[src/rtl/m216a_pkg.sv]
// Shared types and limits for the M216A DSM / multi-modulus divider pair.
package m216a_pkg;

  localparam int unsigned MOD_W = 4;

  typedef logic [MOD_W-1:0] mod_t;

  localparam mod_t MOD_MIN = mod_t'(5);
  localparam mod_t MOD_MAX = mod_t'(12);

  typedef enum logic [1:0] {
    StIdle,
    StLoad,
    StCount
  } state_t;

endpackage

[src/rtl/m216a_mmd_divider_if.sv]
// Modulus handshake and status bundle between the DSM side (master) and the divider (slave).
interface m216a_mmd_divider_if
  import m216a_pkg::*;
#(
  parameter int unsigned CNT_W = 16
) ();

  logic             en;
  mod_t             mod_in;
  logic             err_clr;
  logic             mod_ack;
  logic             div_out;
  mod_t             cur_mod;
  logic             range_err;
  logic [CNT_W-1:0] pulse_cnt;

  modport master (
    output en,
    output mod_in,
    output err_clr,
    input  mod_ack,
    input  div_out,
    input  cur_mod,
    input  range_err,
    input  pulse_cnt
  );

  modport slave (
    input  en,
    input  mod_in,
    input  err_clr,
    output mod_ack,
    output div_out,
    output cur_mod,
    output range_err,
    output pulse_cnt
  );

endinterface

[src/rtl/m216a_mod_clamp.sv]
// Clamps a raw modulus into [MOD_MIN, MOD_MAX] and flags values that needed clamping.
module m216a_mod_clamp
  import m216a_pkg::*;
(
  input  mod_t mod_in,
  output mod_t mod_clamped,
  output logic out_of_range
);

  always_comb begin
    mod_clamped  = mod_in;
    out_of_range = 1'b0;
    if (mod_in < MOD_MIN) begin
      mod_clamped  = MOD_MIN;
      out_of_range = 1'b1;
    end else if (mod_in > MOD_MAX) begin
      mod_clamped  = MOD_MAX;
      out_of_range = 1'b1;
    end
  end

endmodule

[src/rtl/m216a_mmd_divider.sv]
// Multi-modulus divider: one modulus per output period, M clk cycles per period.
// Define M216A_MMD_DUTY50_EN for ~50% duty div_out instead of a single-cycle pulse.
module m216a_mmd_divider
  import m216a_pkg::*;
#(
  parameter int unsigned CNT_W = 16
) (
  input logic               clk,
  input logic               rst,
  m216a_mmd_divider_if.slave bus
);

  state_t           state_q;
  mod_t             cnt_q;
  mod_t             cur_mod_q;
  logic [CNT_W-1:0] pulse_cnt_q;
  logic             range_err_q;
  logic             div_out_q;

  mod_t mod_clamped;
  logic mod_oor;
  logic duty_hi;

  m216a_mod_clamp u_clamp (
    .mod_in       (bus.mod_in),
    .mod_clamped  (mod_clamped),
    .out_of_range (mod_oor)
  );

  // duty_hi marks the qualifying cycle; div_out follows it one cycle later.
  always_comb begin
    duty_hi = 1'b0;
`ifdef M216A_MMD_DUTY50_EN
    // k < ceil(M/2) with k = M - cnt reduces to cnt > floor(M/2).
    duty_hi = (state_q == StLoad) ||
              ((state_q == StCount) && (cnt_q > (cur_mod_q >> 1)));
`else
    duty_hi = (state_q == StLoad);
`endif
  end

  always_ff @(posedge clk or posedge rst) begin
    if (rst) begin
      state_q     <= StIdle;
      cnt_q       <= '0;
      cur_mod_q   <= '0;
      pulse_cnt_q <= '0;
      range_err_q <= 1'b0;
      div_out_q   <= 1'b0;
    end else begin
      div_out_q <= duty_hi;
      if (bus.err_clr) begin
        range_err_q <= 1'b0;
      end
      unique case (state_q)
        StIdle: begin
          if (bus.en) begin
            state_q <= StLoad;
          end
        end
        StLoad: begin
          state_q     <= StCount;
          cur_mod_q   <= mod_clamped;
          cnt_q       <= mod_clamped - mod_t'(1);
          pulse_cnt_q <= pulse_cnt_q + CNT_W'(1);
          // Placed after the clear so a simultaneous violation keeps the flag set.
          if (mod_oor) begin
            range_err_q <= 1'b1;
          end
        end
        StCount: begin
          if (cnt_q <= mod_t'(1)) begin
            state_q <= bus.en ? StLoad : StIdle;
          end else begin
            cnt_q <= cnt_q - mod_t'(1);
          end
        end
        default: state_q <= StIdle;
      endcase
    end
  end

  assign bus.mod_ack   = (state_q == StLoad);
  assign bus.div_out   = div_out_q;
  assign bus.cur_mod   = cur_mod_q;
  assign bus.range_err = range_err_q;
  assign bus.pulse_cnt = pulse_cnt_q;

endmodule

[src/flat_wrapper.sv]
// flat-port wrapper written by rule: the top's interface ports become plain ports
module m216a_mmd_divider_flat import m216a_pkg::*;
#(
  parameter int unsigned CNT_W = 16
)
  (clk, rst, bus_en, bus_mod_in, bus_err_clr, bus_mod_ack, bus_div_out, bus_cur_mod, bus_range_err, bus_pulse_cnt);
  m216a_mmd_divider_if #(.CNT_W(CNT_W)) bus_i ();
  input logic clk;
  input logic rst;
  input wire logic [$bits(bus_i.en)-1:0] bus_en;
  input wire logic [$bits(bus_i.mod_in)-1:0] bus_mod_in;
  input wire logic [$bits(bus_i.err_clr)-1:0] bus_err_clr;
  output wire logic [$bits(bus_i.mod_ack)-1:0] bus_mod_ack;
  output wire logic [$bits(bus_i.div_out)-1:0] bus_div_out;
  output wire logic [$bits(bus_i.cur_mod)-1:0] bus_cur_mod;
  output wire logic [$bits(bus_i.range_err)-1:0] bus_range_err;
  output wire logic [$bits(bus_i.pulse_cnt)-1:0] bus_pulse_cnt;
  assign bus_i.en = bus_en;
  assign bus_i.mod_in = bus_mod_in;
  assign bus_i.err_clr = bus_err_clr;
  assign bus_mod_ack = bus_i.mod_ack;
  assign bus_div_out = bus_i.div_out;
  assign bus_cur_mod = bus_i.cur_mod;
  assign bus_range_err = bus_i.range_err;
  assign bus_pulse_cnt = bus_i.pulse_cnt;
  m216a_mmd_divider #(.CNT_W(CNT_W)) u_core (.clk(clk), .rst(rst), .bus(bus_i));
endmodule
[config.mk]
export PLATFORM = sky130hd
export DESIGN_NAME = m216a_mmd_divider_flat
export DESIGN_NICKNAME = d
export VERILOG_FILES = /design/src/rtl/m216a_pkg.sv /design/src/rtl/m216a_mmd_divider_if.sv /design/src/rtl/m216a_mod_clamp.sv /design/src/rtl/m216a_mmd_divider.sv /design/src/flat_wrapper.sv
export SDC_FILE = /design/constraint.sdc
export NUM_CORES = 1
export LEC_CHECK = 0
export BUFFER_PORTS_ARGS = -buffer_cell sky130_fd_sc_hd__buf_2
export CAP_MARGIN = 20
export CORE_AREA = 2 2 55 57
export CTS_BUF_LIST = sky130_fd_sc_hd__clkbuf_4 sky130_fd_sc_hd__clkbuf_8
export CTS_CLUSTER_SIZE = 24
export DETAILED_ROUTE_END_ITERATION = 10
export DIE_AREA = 0 0 57 59
export PLACE_DENSITY = 0.7
export SETUP_SLACK_MARGIN = 0.4
export SLEW_MARGIN = 10
export SYNTH_ARGS = -nofsm -noshare
export SYNTH_HDL_FRONTEND = slang
export SYNTH_SLANG_ARGS = --single-unit
[constraint.sdc]
create_clock -name clk -period 1.8 [get_ports clk]
set_input_delay 0.45 -clock clk [delete_from_list [all_inputs] [get_ports clk]]
set_output_delay 0.45 -clock clk [all_outputs]
set_load 0.02 [all_outputs]
After elaboration in Yosys (flattened, before gate mapping)
Cells that the tools add are included.
- $add $sub $neg: 3
- multipliers: 0
- div/mod/pow operators: 0
- magnitude comparators: 3
- equal/unequal tests: 5
- shift-type cells: 0
- mux-type cells: 13
- bitwise operators: 0
- reduce and logical (&&, ||, !) cells: 4
- operator list (kind ; count):
    adder 16 x 1 -> 16 bit, second input constant ; 1
    2-to-1 mux 4 bit ; 3
    case mux 4 bit (2 select lines) ; 1
    subtractor 4 x 1 -> 4 bit, second input constant ; 2
    2-to-1 mux 1 bit ; 6
    case mux 2 bit (3 select lines) ; 1
    > comparator 4 bit, second input constant ; 1
    <= comparator 4 x 1 -> 1 bit, second input constant ; 1
    < comparator 4 x 3 -> 1 bit, second input constant ; 1
    2-to-1 mux 2 bit ; 2
    inequality test 2 bit, second input constant ; 2
    AND reduction 2 bit ; 2
    == test 2 x 1 -> 1 bit, second input constant ; 1
    == test 2 bit, second input constant ; 1
    logical NOT 2 bit ; 1
    inequality test 2 x 1 -> 1 bit, second input constant ; 1
    nonzero test 2 bit ; 1
- flip-flop bits (word level): 28
- latch bits: 0
- memory bits (writable): 0
- memory bits (read-only): 0
- input bits: 8
- output and inout port bits: 23
- word-level logic and storage cells: 34
- memories kept: 0

Longest topological paths before layout
- depth in word-level cells: 5
- mapped depth: 6

Modules after synthesis
Synthesis repeated with hierarchy kept, for this count alone.
- cells, all modules: 128
- area total of the unflattened synthesis: 1360.1 µm²
- modules (own cells, without submodules) (module ; times used ; cells an instance ; area each (µm²)):
    m216a_mmd_divider ; 1 ; 119 ; 1300.0
    m216a_mod_clamp ; 1 ; 9 ; 60.1

Worst setup path after synthesis
OpenSTA, ideal clock, no wires.
- path type: reg2reg
- start: register u_core.pulse_cnt_q[3], in the netlist u_core.bus.pulse_cnt[3]
- end: register u_core.pulse_cnt_q[11], in the netlist u_core.bus.pulse_cnt[11]
- arrival: 1.304 ns
- data required time: 1.671 ns
- path slack: 0.367 ns
- cell stages (with the launch flop): 5
- path buffers: 0
- clock period less this slack: 1.433 ns
- path through: dfrtp_1 nand4_2 nor4_4 nand3_1 xnor2_1
- cells in the longest elaborated chain, start to end: 1
- RTL lines (what ; RTL line ; source):
    start, declared ; m216a_mmd_divider.sv:16 ; logic [CNT_W-1:0] pulse_cnt_q;
    start signal, assigned ; m216a_mmd_divider.sv:65 ; pulse_cnt_q <= pulse_cnt_q + CNT_W'(1);
    adder 16 x 1 -> 16 bit ; m216a_mmd_divider.sv:65 ;
No other way between the ends.
A chain may end at the register's enable or synchronous reset.

Final worst setup path
- start: register u_core.state_q[1]
- end: output bus_mod_ack
- cells in the longest elaborated chain, start to end: 1
- RTL lines (what ; RTL line ; source):
    start, declared ; m216a_mmd_divider.sv:13 ; state_t state_q;
    start signal, assigned ; m216a_mmd_divider.sv:44 ; state_q <= StIdle;
    start signal, assigned ; m216a_mmd_divider.sv:58 ; state_q <= StLoad;
    start signal, assigned ; m216a_mmd_divider.sv:62 ; state_q <= StCount;
    == test 2 x 1 -> 1 bit ; m216a_mmd_divider.sv:83 ; assign bus.mod_ack = (state_q == StLoad);
    end, declared ; flat_wrapper.sv:13 ; output wire logic [$bits(bus_i.mod_ack)-1:0] bus_mod_ack;
No other way between the ends.

==> results.py <==
metrics = {
    "outcome": {
        "status": "completed",
    },
    "clock_network": {
        "cts-root-buf": "clkbuf_4",
        "cts_buffers": 3,
        "cts_sinks": 28,
        "cts.clk_slew.worst_paths_ps": 150,
        "cts_tree": "built",
        "clk-insertion-delay-late_ps": 320,
        "cts_max_level": 1,
        "cts_hold_buf": 0,
        "clockBufferDepth": 2,
    },
    "drt": {
        "drt_iter0_drc": 47,
        "vias_per_cell": 5.23,
        "dr.pass1.iters": 5,
        "drcViolationCount": 0,
        "drtAntennaViolNets": 0,
        "vias": 1099,
        "drt_wl_total_um": 2970,
        "wl_per_cell_um": 14.1,
    },
    "timing": {
        "drv_slew": 0,
        "fmax_ghz": 0.650,
        "rsz0062_at_grt": "yes",
        "maxSlewHeadroom_pct": 74.8,
        "timing.final.crit_period_ps": 1540,
        "tightest_slew_ps": 373,
        "final.period_utilization_pct": 85.4,
        "tns_ps": 0,
        "finalHoldViolations": 0,
        "clock_skew_ps": 9.64,
        "setup_viol": 0,
    },
    "floorplan": {
        "io_pins": 31,
        "die_h_um": 59,
        "rows": 19,
        "start_util_pct": 48.2,
        "die-area_um2": 3360,
        "chipWidth_um": 57,
        "core_um2": 2710,
    },
    "global_routing": {
        "grt_max_degree": 29,
        "grt.overflow.total": 0,
        "antenna_found_initial": 0,
        "grtUsageTotal_pct": 16.4,
        "grt_pass1_vias": 971,
        "grt_pass1_wl_um": 4280,
    },
    "pwr": {
        "p_total_w": 0.00265,
        "vdd_drop_max_mv": 0.928,
        "p_leak_nw": 0.985,
        "power_density_nw_per_um2": 1360,
    },
    "job": {
        "max-cap-violations": 0,
    },
    "placement": {
        "dp_hpwl_um": 1750,
        "port_buffers": 30,
        "place_area_um2": 1510,
        "gp_congestion": 0.767,
        "dp_cells": 179,
    },
    "worst_setup_path": {
        "timing.rr.start": "u_core.state_q[1]$_DFFE_PP0P_",
        "setup.worst_path.start_class": "flop",
        "regToRegSetupSlack_ps": 290,
        "crit_path_end_kind": "output pin",
        "crit_fanout": 2,
        "crit_start": "u_core.state_q[1]$_DFFE_PP0P_",
        "cp.required_ps": 1350,
        "path_class": "reg2out",
        "arrival_ps": 1090,
    },
    "yosys": {
        "synth_nets": 130,
        "syn-instance-count": 118,
        "yosysUniqueCellTypes": 33,
        "syn_avg_cell_area_um2": 11.1,
        "synth_area_um2": 1310,
        "ys_seq_area_share_pct": 53.6,
        "ys_warn_count": 0,
        "synth_seq_cells": 28,
    },
    "cells_and_area": {
        "antenna_cells": 0,
        "final_core_util_pct": 72.0,
        "design_area_um2": 1950,
        "synthToLayoutAreaGrowth_pct": 49.3,
        "fin_nets": 192,
        "final_cell_mix": "24 x buf_4, 21 x buf_2, 21 x dfrtp_1, 15 x nand2_1",
        "final_cells": 210,
        "final_common_cell": "buf_4",
        "drive_above_1_share_pct": 52.5,
    },
    "worst_hold_path": {
        "hp-class": "in2async",
    },
}
## logic make-up (layout without fill, tap and decap cells)
logic type	Yosys count	count (layout)	synth area share, %
compound gates	15	15	8.04
flops	28	28	53.6
mux	1	1	0.766
fa+ha+maj	4	4	3.83
buf+inv	7	68	2.10
simple gates	46	46	20.3
xor+xnor	17	17	11.4
## area by class of cell
cell class | count | area, um^2
timing repair buffer | 58 | 444
fill | 183 | 758
clock buffer | 4 | 36.3
sequential | 28 | 709
inverter | 6 | 30.0
tap | 31 | 38.8
multi-input combinational | 83 | 693
## power by group
group / total [W] / switching, W / internal [W] / leakage [nW]
clock network: 0.000302 / 0.000179 / 0.000124 / 0.0210
logic: 0.00134 / 0.000646 / 0.000692 / 0.611
registers: 0.00101 / 0.000194 / 0.000818 / 0.354
## synthesized netlist by cell type
cell       count  share of area (%)
nand4_2        1               0.96
nor4_4         1                1.6
nand2b_4       1                1.1
nor2_1         4                1.1
a211oi_1       2                1.1
xnor2_1       13                8.7
o211ai_1       1               0.57
inv_2          1               0.29
nand4_1        1               0.48
and3_4         1               0.86
ha_1           4                3.8
nor2b_1        2               0.96
o2bb2ai_1      1               0.67
inv_1          5                1.4
nand2_1       16                4.6
a221oi_1       1               0.67
xor2_1         4                2.7
o311a_1        1               0.77
nand2b_1       1               0.48
nor3_1         3                1.1
mux2i_1        1               0.77
and3_1         4                1.9
a21oi_1        1               0.38
nand3_1        7                2.7
o22ai_1        1               0.48
dfrtp_1       28                 54
a21o_1         2                1.1
and4_2         1               0.77
or2_2          1               0.48
o21ai_0        4                1.5
nor3b_1        2                1.1
o311ai_0       1               0.67
buf_2          1               0.38
## worst max-delay path: stages, from the launching register on
cell and delay [ps]:
dfrtp_1 420, nand2b_4 180, inv_8 60, buf_6 100
## final timing paths
path	endpoint	cells after the start
setup / recovery	bus_mod_ack	3
hold reg to reg	u_core.bus.pulse_cnt[15]$_DFFE_PP0P_	1
max in group asynchronous	u_core.bus.pulse_cnt[5]$_DFFE_PP0P_	3
min in group clk	u_core.bus.range_err$_DFF_PP0_	2
setup reg to reg	u_core.bus.pulse_cnt[14]$_DFFE_PP0P_	7
hold / removal	u_core.bus.pulse_cnt[10]$_DFFE_PP0P_	3
## per-layer routing
metal  vias to the layer above  track usage [%]  part of all wire [%]
met5                         -                0                     0
met4                         0             4.98                  0.64
met3                         2             2.40                   3.9
met2                        27             29.2                    52
met1                       543             20.7                    44
li1                        527                -                     -
## what timing repair did
action	4_1_cts	5_1_grt
setup endpoints to repair	19	32
buffers inserted	12	15
pin swaps	2	9
hold endpoints to repair	0	0
resized for setup	9	44
## state kept, by name, indices dropped and copies added, names as in the netlist
name                  cells
u_core.bus.cur_mod        4
u_core.bus.div_out        1
u_core.bus.pulse_cnt     16
u_core.bus.range_err      1
u_core.cnt_q              4
u_core.state_q            2
## per-stage QoR
| step | hold slack, ps | setup WS, ps |
|---|---|---|
| 6_report | 150 | 262 |
| 5_1_grt | 178 | 216 |
| 4_1_cts | 164 | 265 |
| 3_5_place_dp | 461 | 139 |
| 3_3_place_gp | 455 | 208 |
| 2_1_floorplan | 492 | 413 |
(Power assumes the default switching activity.)
